--- config.mk ---
export PLATFORM = sky130hd
export DESIGN_NAME = bcd_ms_timer_flat
export DESIGN_NICKNAME = d
export VERILOG_FILES = /design/src/rtl/bcd_ms_timer_if.sv /design/src/rtl/bcd_ms_timer.sv /design/src/flat_wrapper.sv
export SDC_FILE = /design/constraint.sdc
export NUM_CORES = 1
export LEC_CHECK = 0
export ABC_AREA = 1
export BUFFER_PORTS_ARGS = -buffer_cell sky130_fd_sc_hd__buf_2
export CAP_MARGIN = 15
export CELL_PAD_IN_SITES_DETAIL_PLACEMENT = 1
export CELL_PAD_IN_SITES_GLOBAL_PLACEMENT = 1
export CORE_ASPECT_RATIO = 1.5
export CORE_MARGIN = 2
export CORE_UTILIZATION = 44
export CTS_CLUSTER_DIAMETER = 40
export DETAILED_ROUTE_END_ITERATION = 8
export GPL_TIMING_DRIVEN = 0
export PLACE_DENSITY = 0.89
export SKIP_CTS_REPAIR_TIMING = 1
export SKIP_LAST_GASP = 1
export SLEW_MARGIN = 10
export SYNTH_ARGS = -nofsm -noshare
export SYNTH_HDL_FRONTEND = slang
export SYNTH_SLANG_ARGS = --single-unit
--- constraint.sdc ---
create_clock -name clk -period 3.7 [get_ports clk]
set_input_delay 0.74 -clock clk [delete_from_list [all_inputs] [get_ports clk]]
set_output_delay 0.74 -clock clk [all_outputs]
set_load 0.005 [all_outputs]
--- src/rtl/bcd_ms_timer_if.sv ---
// Control and digit bundle between the game controller and bcd_ms_timer.
// The lap input exists only when BCD_MS_TIMER_LAP_EN is defined.
interface bcd_ms_timer_if;
    logic       start;
    logic       stop;
    logic       clear;
`ifdef BCD_MS_TIMER_LAP_EN
    logic       lap;
`endif
    logic [3:0] ones;
    logic [3:0] tenths;
    logic [3:0] hundreths;
    logic [3:0] thousandths;
    logic       running;
    logic       done;
    logic       overflow;

    modport master (
`ifdef BCD_MS_TIMER_LAP_EN
        output lap,
`endif
        output start, stop, clear,
        input  ones, tenths, hundreths, thousandths,
        input  running, done, overflow
    );

    modport slave (
`ifdef BCD_MS_TIMER_LAP_EN
        input  lap,
`endif
        input  start, stop, clear,
        output ones, tenths, hundreths, thousandths,
        output running, done, overflow
    );
endinterface

--- src/rtl/bcd_ms_timer.sv ---
// Millisecond BCD stopwatch X.XXX s with start/stop/clear FSM.
// Optional lap freeze of the displayed digits: define BCD_MS_TIMER_LAP_EN.
module bcd_ms_timer #(
    parameter int TICK_DIV = 50000
) (
    input  logic          clk,
    input  logic          reset_n,
    bcd_ms_timer_if.slave bus
);
    localparam int PRE_W = $clog2(TICK_DIV);

    typedef enum logic [1:0] {S_IDLE, S_RUN, S_HOLD, S_OVF} state_t;

    state_t           r_state;
    logic [PRE_W-1:0] r_pre;
    logic [3:0]       r_ones;
    logic [3:0]       r_tenths;
    logic [3:0]       r_hund;
    logic [3:0]       r_thou;
    logic             r_running;
    logic             r_done;
    logic             r_overflow;

    logic w_tick;
    logic w_c0;
    logic w_c1;
    logic w_c2;
    logic w_max;

    function automatic logic [3:0] f_inc(input logic [3:0] d);
        return (d == 4'd9) ? 4'd0 : d + 4'd1;
    endfunction

    assign w_tick = (r_state == S_RUN) && (r_pre == PRE_W'(TICK_DIV - 1));
    // Carry chain resolved combinationally so 0.999 -> 1.000 in one edge
    assign w_c0   = (r_thou == 4'd9);
    assign w_c1   = w_c0 && (r_hund == 4'd9);
    assign w_c2   = w_c1 && (r_tenths == 4'd9);
    assign w_max  = w_c2 && (r_ones == 4'd9);

    always_ff @(posedge clk) begin
        if (!reset_n) begin
            r_state    <= S_IDLE;
            r_pre      <= '0;
            r_ones     <= '0;
            r_tenths   <= '0;
            r_hund     <= '0;
            r_thou     <= '0;
            r_running  <= 1'b0;
            r_done     <= 1'b0;
            r_overflow <= 1'b0;
        end else begin
            r_done <= 1'b0;
            if (bus.clear) begin
                r_state    <= S_IDLE;
                r_pre      <= '0;
                r_ones     <= '0;
                r_tenths   <= '0;
                r_hund     <= '0;
                r_thou     <= '0;
                r_running  <= 1'b0;
                r_overflow <= 1'b0;
            end else begin
                unique case (r_state)
                    S_IDLE: begin
                        if (bus.start) begin
                            r_state   <= S_RUN;
                            r_running <= 1'b1;
                            r_pre     <= '0;
                            r_ones    <= '0;
                            r_tenths  <= '0;
                            r_hund    <= '0;
                            r_thou    <= '0;
                        end
                    end
                    S_RUN: begin
                        if (bus.stop) begin
                            r_state   <= S_HOLD;
                            r_running <= 1'b0;
                            r_done    <= 1'b1;
                        end else begin
                            r_pre <= w_tick ? '0 : r_pre + 1'b1;
                            if (w_tick && w_max) begin
                                r_state    <= S_OVF;
                                r_running  <= 1'b0;
                                r_overflow <= 1'b1;
                                r_done     <= 1'b1;
                            end else if (w_tick) begin
                                r_thou <= f_inc(r_thou);
                                if (w_c0) r_hund <= f_inc(r_hund);
                                if (w_c1) r_tenths <= f_inc(r_tenths);
                                if (w_c2) r_ones <= f_inc(r_ones);
                            end
                        end
                    end
                    default: begin
                    end
                endcase
            end
        end
    end

    assign bus.running  = r_running;
    assign bus.done     = r_done;
    assign bus.overflow = r_overflow;

`ifdef BCD_MS_TIMER_LAP_EN
    logic        r_lap_q;
    logic        r_frz;
    logic [15:0] r_lap_d;
    logic        w_leave;
    logic        w_lap_rise;
    logic [15:0] w_live;

    assign w_live     = {r_ones, r_tenths, r_hund, r_thou};
    assign w_lap_rise = bus.lap && !r_lap_q;
    // Any edge that exits RUN must drop the freeze on that same edge
    assign w_leave    = bus.clear || (r_state != S_RUN) || bus.stop ||
                        (w_tick && w_max);

    always_ff @(posedge clk) begin
        if (!reset_n) begin
            r_lap_q <= 1'b0;
            r_frz   <= 1'b0;
            r_lap_d <= '0;
        end else begin
            r_lap_q <= bus.lap;
            if (w_leave) begin
                r_frz <= 1'b0;
            end else if (w_lap_rise) begin
                r_frz <= !r_frz;
                if (!r_frz) r_lap_d <= w_live;
            end
        end
    end

    assign {bus.ones, bus.tenths, bus.hundreths, bus.thousandths} =
        r_frz ? r_lap_d : w_live;
`else
    assign bus.ones        = r_ones;
    assign bus.tenths      = r_tenths;
    assign bus.hundreths   = r_hund;
    assign bus.thousandths = r_thou;
`endif
endmodule

--- src/flat_wrapper.sv ---
// flat-port wrapper written by rule: the top's interface ports become plain ports
module bcd_ms_timer_flat 
#(
    parameter int TICK_DIV = 50000
)
  (clk, reset_n, bus_start, bus_stop, bus_clear, bus_ones, bus_tenths, bus_hundreths, bus_thousandths, bus_running, bus_done, bus_overflow);
  bcd_ms_timer_if bus_i ();
  input  logic clk;
  input  logic reset_n;
  input wire logic [$bits(bus_i.start)-1:0] bus_start;
  input wire logic [$bits(bus_i.stop)-1:0] bus_stop;
  input wire logic [$bits(bus_i.clear)-1:0] bus_clear;
  output wire logic [$bits(bus_i.ones)-1:0] bus_ones;
  output wire logic [$bits(bus_i.tenths)-1:0] bus_tenths;
  output wire logic [$bits(bus_i.hundreths)-1:0] bus_hundreths;
  output wire logic [$bits(bus_i.thousandths)-1:0] bus_thousandths;
  output wire logic [$bits(bus_i.running)-1:0] bus_running;
  output wire logic [$bits(bus_i.done)-1:0] bus_done;
  output wire logic [$bits(bus_i.overflow)-1:0] bus_overflow;
  assign bus_i.start = bus_start;
  assign bus_i.stop = bus_stop;
  assign bus_i.clear = bus_clear;
  assign bus_ones = bus_i.ones;
  assign bus_tenths = bus_i.tenths;
  assign bus_hundreths = bus_i.hundreths;
  assign bus_thousandths = bus_i.thousandths;
  assign bus_running = bus_i.running;
  assign bus_done = bus_i.done;
  assign bus_overflow = bus_i.overflow;
  bcd_ms_timer #(.TICK_DIV(TICK_DIV)) u_core (.clk(clk), .reset_n(reset_n), .bus(bus_i));
endmodule
==> summary.md <==
| Metric | Value |
|---|---|
| Outcome | completed |
| CP most frequent cell | nor2_1 |
| Row Count | 31 |
| CTS sink count | 37 |
| CTS tree | built |
| Post-layout util | 51.1% |
| Crit Path Max Fanout | 5 |
| Synth Instances | ~320 |
| Max-slew violations | 0 |
| Final worst path period share | 52.1% |
| Static Leak | 1.10 nW |
| Setup tns final | 0 ns |
| Post-detailed-routing wire length | 5590 µm |
| Post-synthesis register bit count | 37 |
| Buf+Inv Stages, Crit Path | 0 |
| Switching Share | 26.4% |
| Fillers | 678 |
| Synth Cell Area | 2150 µm² |
| Final setup vio count | 0 |
| Final net count | ~370 |
| Measured slew at the worst slew-check pin | about 0.52 ns |
| Clock power share | 36.3% |
| Placed Area | 2350 µm² |
| Vias | 2156 |
| Syn avg cell area | 6.65 µm² |
| Area grow syn2layout | 13.2% |
| Number of global-route vias before repair | 2271 |
| Most frequent cells in the layout | 70 x nand2_1, 55 x nor2_1, 48 x inv_1 |
| RSZ-0062 raised after global routing | false |
| Number of diodes | 0 |
| Root Buffer Master | clkbuf_8 |
| Most common cell after layout, fill and taps aside | nand2_1 |
| Worst-Skew Late Latency | 0.29 ns |
| WP data required | 3.89 ns |
| Critical path class | reg -> reg |
| WP data arrival | about 2.1 ns |
| Distinct cells, synth | 30 |
| Max frequency | between 500 and 600 MHz |
| Critical path cell sequence | ha_1, nand3_1, nor2_1, nand2_1, nor2_1, nand2_1, nor2_1, a21oi_1, o21a_1 |
| Max Cap Viol | 0 |
| Port Buffers | 23 |
| Share of layout cells above drive strength 1 | 13.6% |
| Drt drc | 0 |
| Total gr overflow | 0 |
| Die H | 89.7 µm |
| Ports | 24 |
| Syn Nets | between 300 and 400 |
| Switch Pwr | approximately 0.00021 W |
| Hold/Removal Path Class | reg -> reg |
| Routability cong. | around 1.0 |
| Internal power | 0.000584 W |
| Initial drt markers | 94 |
| Worst setup EP type | flip-flop |
| Worst path slowest cell | dfxtp_1 |
| DP HPWL | 4400 µm |
| Pwr/cell area | between 300 and 400 nW/µm² |
| Crit start category | flip-flop |
| Wire per inst | 13.3 µm |
| Reg power frac | 52.0% |
| Vias per cell | 5.13 |
| Fin crit period | between 1.5 and 2 ns |
| Pre-antenna DRT Iters | 4 |
| Largest net degree at the start of global routing | 11 |
| Fin area | around 2400 µm² |
| Initial antenna violation count | 0 |
| Total Power | 0.000794 W |
| H-tree Lvls | 2 |
| YS warnings | 0 |
| Kind of cell adding the most delay to the critical path | simple AND/OR/NAND/NOR gates |
| Logic pwr share | between 10% and 20% |
| Slowest stage delay, CP | between 0.3 and 0.4 ns |
| Global-route wire length before repair | about 10000 µm |
| Longest Clk Path Bufs | 2 |
| Routed Antenna Nets | 0 |
| Post-synthesis sequential area ratio | about a third |
| Final Hold Violating Endpoints | 0 |
| Slew Limit Headroom | between 60% and 70% |
| Core area | approximately 4800 µm² |
| Die width | 61.1 µm |
| Setup Skew | roughly 0.0051 ns |
| Peak VDD IR | 0.000223 V |
| Initial core utilization | 45.2% |
| Clock transition at the registers of the reported paths | 0.07 ns |
| GR Util All Layers | 23.3% |
| CTS Buf Count | 5 |
| Full die area | around 5500 µm² |
==> final timing paths <==
kind              slack (ns)  depth (start not counted)               end       startpoint
setup / recovery        1.77                          9  u_core.r_pre[12]  u_core.r_pre[1]
hold / removal          0.49                          2   u_core.r_pre[1]  u_core.r_pre[1]
setup reg to reg        1.77                          9  u_core.r_pre[12]  u_core.r_pre[1]
hold reg to reg         0.49                          2   u_core.r_pre[1]  u_core.r_pre[1]
==> cell type report <==
type	instances	area [µm²]	area share, %
multi-input combinational	230	1170	47.9
sequential	37	741	30.4
inverter	50	188	7.70
timing repair buffer	23	115	4.72
clock buffer	7	86.3	3.54
tap	66	82.6	3.39
buffer	7	57.6	2.36
==> per-stage QoR <==
stage / instances / setup WS (ns) / hold WS, ns
floorplan: 324 / 2.00 / 0.444
global placement: 413 / 1.67 / 0.453
detailed placement: 413 / 1.63 / 0.470
CTS: 420 / 1.80 / 0.496
global route: 420 / 1.57 / 0.513
finish: 420 / 1.77 / 0.491
==> power groups by stage <==
| stage | registers [W] | clock network (W) | logic (W) |
|---|---|---|---|
| after floorplan | 0.000421 | 0 | 0.0000661 |
| after global placement | 0.000421 | 0 | 0.0000912 |
| after detailed placement | 0.000422 | 0 | 0.0000948 |
| after global routing | 0.000414 | 0.000312 | 0.000109 |
| final | 0.000413 | 0.000288 | 0.0000935 |
| after CTS | 0.000413 | 0.000292 | 0.0000951 |
==> state kept, by name, indices dropped and copies added, names as in the netlist <==
name / count
u_core.bus.done: 1
u_core.bus.hundreths: 4
u_core.bus.ones: 4
u_core.bus.overflow: 1
u_core.bus.running: 1
u_core.bus.tenths: 4
u_core.bus.thousandths: 4
u_core.r_pre: 16
u_core.r_state: 2
==> kinds of logic (layout without fill, tap and decap cells) <==
family          count (synthesis)  count (layout)  share of synthesized area [%]
simple gates                  178             178                           36.2
flops                          37              37                           34.4
fa+ha+maj                       9               9                           5.23
compound gates                 37              37                           10.3
buf+inv                        57              87                           11.4
xor+xnor                        6               6                           2.44
==> worst reg2reg max path: stages (launching register included) <==
cell and delay [ns]:
dfxtp_1 0.35, ha_1 0.20, nand3_1 0.17, nor2_1 0.19
nand2_1 0.07, nor2_1 0.35, nand2_1 0.16, nor2_1 0.16
a21oi_1 0.08, o21a_1 0.10
==> routing by layer <==
metal  wire length, µm  track usage, %  vias to the layer above  share of wire [%]
met5                 0               0                        -                  0
met3               139            3.74                       19                2.5
li1                  -               -                     1095                  -
met2              3050            40.8                       32                 55
met4               213            11.1                        0                3.8
met1              2180            25.7                     1010                 39
==> synthesized netlist by cell type <==
| library cell | n | area share (%) |
|---|---|---|
| buf_4 | 2 | 0.70 |
| a21oi_4 | 1 | 0.76 |
| a21oi_1 | 19 | 4.4 |
| buf_6 | 3 | 1.6 |
| nand2_2 | 4 | 1.2 |
| dfxtp_1 | 37 | 34 |
| nand2_1 | 70 | 12 |
| nand3_1 | 18 | 4.2 |
| nand3_2 | 3 | 1.4 |
| xor2_1 | 6 | 2.4 |
| nand4_1 | 15 | 4.4 |
| nor2_2 | 2 | 0.58 |
| nor2_1 | 55 | 9.6 |
| o21ai_2 | 1 | 0.41 |
| o21a_1 | 3 | 1.0 |
| a211oi_1 | 2 | 0.70 |
| nor3b_1 | 1 | 0.35 |
| o21ai_1 | 1 | 0.23 |
| o211ai_1 | 1 | 0.35 |
| clkbuf_1 | 1 | 0.17 |
| inv_1 | 48 | 8.4 |
| o21ai_0 | 5 | 1.2 |
| a31oi_1 | 2 | 0.58 |
| inv_2 | 2 | 0.35 |
| nor3_1 | 8 | 1.9 |
| buf_2 | 1 | 0.23 |
| nor4_1 | 1 | 0.29 |
| ha_1 | 9 | 5.2 |
| o21bai_1 | 2 | 0.70 |
| and3_1 | 1 | 0.29 |
Note: power is estimated with default switching activity, not from simulation.
